## src/rtl/acc_pkg.sv

```systemverilog
// rtl/acc_pkg.sv - shared types and default sizes for the stream accumulator
package acc_pkg;

   // Default operand/accumulator width and operand-count field width
   localparam int ACC_WIDTH_DEF = 4;
   localparam int ACC_CNT_W_DEF = 4;

   // Frame sequencing: wait for start, take operands, present the result
   typedef enum logic [1:0] {
      IDLE  = 2'd0,
      ACCUM = 2'd1,
      DONE  = 2'd2
   } state_t;

endpackage

```

## src/rtl/acc_adder.sv

```systemverilog
// rtl/acc_adder.sv - WIDTH-bit ripple-carry adder built from full-adder cells, carry-in tied low
module acc_adder
   import acc_pkg::*;
#(
   parameter int WIDTH = ACC_WIDTH_DEF
) (
   input  logic [WIDTH-1:0] a,
   input  logic [WIDTH-1:0] b,
   output logic [WIDTH-1:0] sum,
   output logic             cout
);

   // carry[i] is the carry into bit i; the chain starts from a constant 0
   logic [WIDTH:0] carry;

   assign carry[0] = 1'b0;

   // One full-adder cell per bit, rippling the carry upward
   for (genvar i = 0; i < WIDTH; i++) begin : g_fa
      logic half;
      assign half         = a[i] ^ b[i];
      assign sum[i]       = half ^ carry[i];
      assign carry[i + 1] = (a[i] & b[i]) | (carry[i] & half);
   end

   assign cout = carry[WIDTH];

endmodule

```

## src/rtl/stream_accumulator.sv

```systemverilog
// rtl/stream_accumulator.sv - framed operand accumulator with sticky carry; SATURATE_EN selects saturating adds
module stream_accumulator
   import acc_pkg::*;
#(
   parameter int WIDTH = ACC_WIDTH_DEF,
   parameter int CNT_W = ACC_CNT_W_DEF
) (
   input  logic             clk,
   input  logic             rst,
   input  logic             start,
   input  logic [CNT_W-1:0] num_ops,
   input  logic             in_valid,
   output logic             in_ready,
   input  logic [WIDTH-1:0] in_data,
   output logic             out_valid,
   input  logic             out_ready,
   output logic [WIDTH-1:0] out_sum,
   output logic             out_carry,
   output logic             busy
);

   state_t           state_q, state_d;
   logic [WIDTH-1:0] acc_q, acc_d;
   logic             ovf_q, ovf_d;
   logic [CNT_W-1:0] remaining_q, remaining_d;

   logic [WIDTH-1:0] add_sum;
   logic             add_cout;
   logic [WIDTH-1:0] acc_next;
   logic             in_fire;

   // Single adder shared by every beat: running total plus incoming operand
   acc_adder #(
      .WIDTH (WIDTH)
   ) u_adder (
      .a    (acc_q),
      .b    (in_data),
      .sum  (add_sum),
      .cout (add_cout)
   );

   // Handshake decode straight from state so in_ready carries no extra cycle of latency
   assign in_ready  = (state_q == ACCUM);
   assign out_valid = (state_q == DONE);
   assign busy      = (state_q != IDLE);
   assign out_sum   = acc_q;
   assign out_carry = ovf_q;
   assign in_fire   = in_valid && in_ready;

`ifdef SATURATE_EN
   // Once any add in the frame has overflowed, the total is pinned at all-ones
   always_comb begin
      acc_next = add_sum;
      if (add_cout || ovf_q) begin
         acc_next = '1;
      end
   end
`else
   // Plain modulo arithmetic; the sticky flag records that a wrap happened
   always_comb begin
      acc_next = add_sum;
   end
`endif

   // Next-state and register-update decode for the frame sequencer
   always_comb begin
      state_d     = state_q;
      acc_d       = acc_q;
      ovf_d       = ovf_q;
      remaining_d = remaining_q;
      case (state_q)
         IDLE: begin
            if (start) begin
               remaining_d = num_ops;
               acc_d       = '0;
               ovf_d       = 1'b0;
               state_d     = (num_ops == '0) ? DONE : ACCUM;
            end
         end
         ACCUM: begin
            // A cycle without in_valid leaves the frame exactly where it was
            if (in_fire) begin
               acc_d       = acc_next;
               ovf_d       = ovf_q | add_cout;
               remaining_d = remaining_q - CNT_W'(1);
               if (remaining_q == CNT_W'(1)) begin
                  state_d = DONE;
               end
            end
         end
         DONE: begin
            // Result is held until consumed; a coincident start is dropped
            if (out_ready) begin
               state_d = IDLE;
            end
         end
         default: begin
            state_d = IDLE;
         end
      endcase
   end

   // State and datapath registers; reset discards any frame in progress
   always_ff @(posedge clk or posedge rst) begin
      if (rst) begin
         state_q     <= IDLE;
         acc_q       <= '0;
         ovf_q       <= 1'b0;
         remaining_q <= '0;
      end else begin
         state_q     <= state_d;
         acc_q       <= acc_d;
         ovf_q       <= ovf_d;
         remaining_q <= remaining_d;
      end
   end

endmodule

```

## config.mk

```make
export PLATFORM = sky130hd
export DESIGN_NAME = stream_accumulator
export DESIGN_NICKNAME = d
export VERILOG_FILES = /design/src/rtl/acc_pkg.sv /design/src/rtl/acc_adder.sv /design/src/rtl/stream_accumulator.sv
export SDC_FILE = /design/constraint.sdc
export NUM_CORES = 1
export LEC_CHECK = 0
export CORE_MARGIN = 2
export CORE_UTILIZATION = 45
export CTS_BUF_LIST = sky130_fd_sc_hd__clkbuf_8 sky130_fd_sc_hd__clkbuf_16
export CTS_CLUSTER_DIAMETER = 120
export DETAILED_ROUTE_END_ITERATION = 8
export PLACE_DENSITY = 0.73
export SLEW_MARGIN = 20
export SYNTH_ARGS = -nofsm -noshare
export SYNTH_HDL_FRONTEND = slang
export SYNTH_HIERARCHICAL = 1
export SYNTH_SLANG_ARGS = --single-unit
export TNS_END_PERCENT = 10
```

## constraint.sdc

```tcl
create_clock -name clk -period 2.4 [get_ports clk]
set_input_delay 0.48 -clock clk [delete_from_list [all_inputs] [get_ports clk]]
set_output_delay 0.48 -clock clk [all_outputs]
set_load 0.01 [all_outputs]
```

==> results_dict.tcl <==
set metrics [dict create \
    status "completed" \
    dp.cells 111 \
    hold_path.class "in2async" \
    power.switching_w 0.000462 \
    finalHoldViolations 0 \
    grt_pass1_wl_um 2480 \
    power.share.combinational_pct 52.6 \
    synth_warnings 6 \
    ys_seq_elements 11 \
    pwr-share-clk_pct 15.9 \
    startpoint "in_data[0]" \
    ios 21 \
    rows 14 \
    synth_top_area_cell "dfrtp_1" \
    dpl.hpwl_um 1180 \
    h-tree-depth 1 \
    grt_pass1_vias 575 \
    syn_inst 77 \
    overflow 0 \
    cts_tree "built" \
    synth_common_cells "inv_1 (16), dfrtp_1 (11), a22o_1 (4), nor2_1 (4), o22a_1 (4)" \
    power.leakage_nw 0.467 \
    worst_slack_ns 0.116 \
    num-fill-cells 141 \
    cts_setup_buffers 0 \
    async_reset_ff_share_pct 100 \
    cts_num_sinks 11 \
    slew_violations 0 \
    path_class "in2reg" \
    cp_data_arrival_time_ns 2.42 \
    antenna_left 0 \
    finalWirelength_um 1530 \
    critPathLaunchType "input pin" \
    drive_above_1_share_pct 8.08 \
    nNetsFinal 119 \
    critical_path.max_fanout 1 \
    layout.cells.non_filler 115 \
    synth-edff-count 0 \
    worstMarginPinSlew_ns 0.526 \
    drc 0 \
    post_cts.resized_instances 0 \
    power.density_nw_per_um2 1220 \
    drt_iter0_drc 7 \
    die_x_um 44.4 \
    routed_via_density 5.29 \
    initial_utilization_pct 48.1 \
    grt_usage_pct 18.2 \
    cp_data_required_time_ns 2.53 \
    worstSkewPairLatency_ns 0.24 \
    io_buffers 20 \
    synth_cell_types 31 \
    area_growth_syn_to_layout_pct 35.2 \
    routabilityCongestion 0.772 \
    antenna_found_initial 0 \
    rsz0062_at_grt "false" \
    synth_top_area_share_pct 37.5 \
    layout_min_cycle_time_ns 2.28 \
    synthTopCellsByArea "dfrtp_1 (38%), fa_1 (8.2%), inv_1 (8.2%), ha_1 (5.1%), a22o_1 (4.8%)" \
    clock-skew-final_ns 0.00444 \
    synth_nets 96 \
    switching_share_pct 38.4 \
    clk_pin_slew_ns 0.06 \
    grt_max_degree 13 \
    synth_area_um2 733 \
    dieArea_um2 1970 \
    synth_area_per_cell_um2 9.52 \
    max-cap-violations 0 \
    ys_seq_area_share_pct 37.5 \
    numCtsBuffers 3 \
    final.setup.tns_ns 0 \
    core_um2 1520 \
    root_buffer "clkbuf_8" \
    r2r-start "out_sum[0]" \
    slew_headroom_pct 64.0 \
    max-vdd-ir-drop_v 0.000599 \
    synth_ff_type "dfrtp_1" \
    cts_buffer_depth 2 \
    design_area_um2 991 \
    pre_cts_ws_ns -0.139 \
    antenna_cells 0 \
    placed_area_um2 946 \
    hold_buffers 0 \
    wl_per_cell_um 13.3 \
    end_kind "flip-flop" \
    synthMostInstantiatedCell "inv_1" \
    setup_violations 0 \
    period_share_pct 95.2 \
    utilization_pct 65.0 \
    power_frac_seq_pct 31.4 \
    die_y_um 44.4 \
    dr.pass1.iters 4 \
    clock.fmax_ghz 0.438 \
    via_count 608 \
    intPower_w 0.000742 \
]
## per-layer routing
metal | track usage [%] | part of all wire (%) | vias to the layer above
met4 | 12.7 | 2.8 | 0
met3 | 3.67 | 4.8 | 5
li1 | - | - | 305
met2 | 29.7 | 47 | 18
met1 | 21.4 | 45 | 280
met5 | 0 | 0 | -
## stage by stage
| stage | total power, W | hold slack [ns] |
|---|---|---|
| after floorplan | 0.000795 | 0.332 |
| after CTS | 0.00121 | 0.530 |
| final | 0.00120 | 0.529 |
| after detailed placement | 0.00102 | 0.513 |
| after global routing | 0.00130 | 0.556 |
| after global placement | 0.00100 | 0.516 |
## placed cells by master, fill, tap and decap left out, types with 2 or more instances in the layout
master | Yosys | layout
a211oi_1 | 2 | 2
a21oi_1 | 2 | 2
a22o_1 | 4 | 4
buf_4 | 3 | 3
clkbuf_8 | 0 | 3
clkdlybuf4s50_1 | 0 | 20
dfrtp_1 | 11 | 11
fa_1 | 3 | 3
ha_1 | 3 | 3
inv_1 | 16 | 17
mux2i_1 | 2 | 2
nand2_1 | 2 | 2
nand2b_1 | 2 | 2
nor2_1 | 4 | 4
o22a_1 | 4 | 4
## worst max-delay path: stages
cell	delay [ns]
clkdlybuf4s50_1	0.46
ha_1	0.13
inv_1	0.05
fa_1	0.34
inv_1	0.07
fa_1	0.15
inv_1	0.05
fa_1	0.47
inv_1	0.03
a22o_1	0.19
## final timing paths
check	end	slack [ns]	depth (start not counted)
min in group clk	out_sum[3]	0.53	1
min reg2reg	out_sum[3]	0.53	1
max	out_sum[3]	0.12	10
max in group asynchronous	out_sum[2]	1.56	2
max reg2reg	out_sum[3]	0.43	9
min	remaining_q[3]	0.53	2
## sequential cells by signal, indices dropped and copies added, names as in the netlist
register,cells
state_q,2
remaining_q,4
out_sum,4
out_carry,1
## cells by family (layout without fill, tap and decap cells)
family	after synthesis	after routing	synth area share, %
buf+inv	21	43	12.3
compound gates	18	18	19.1
simple gates	18	18	13.5
flops	11	11	37.5
fa+ha+maj	6	6	13.3
mux	3	3	4.27
## final cells by class
cell class | instances | area (µm²) | share of cell area (%)
inverter | 16 | 60.1 | 6.06
clock inverter | 1 | 3.75 | 0.379
tap | 16 | 20.0 | 2.02
timing repair buffer | 23 | 223 | 22.5
clock buffer | 3 | 41.3 | 4.17
multi-input combinational | 45 | 368 | 37.1
sequential | 11 | 275 | 27.8
## power by group through the flow
stage               Combinational [W]  Clock (W)  Sequential [W]
global placement             0.000625          0        0.000379
floorplan                    0.000451          0        0.000345
CTS                          0.000643   0.000192        0.000379
global route                 0.000702   0.000203        0.000394
finish                       0.000634   0.000192        0.000379
detailed placement           0.000639          0        0.000383
No activity file was read; power rests on OpenSTA's default activity.
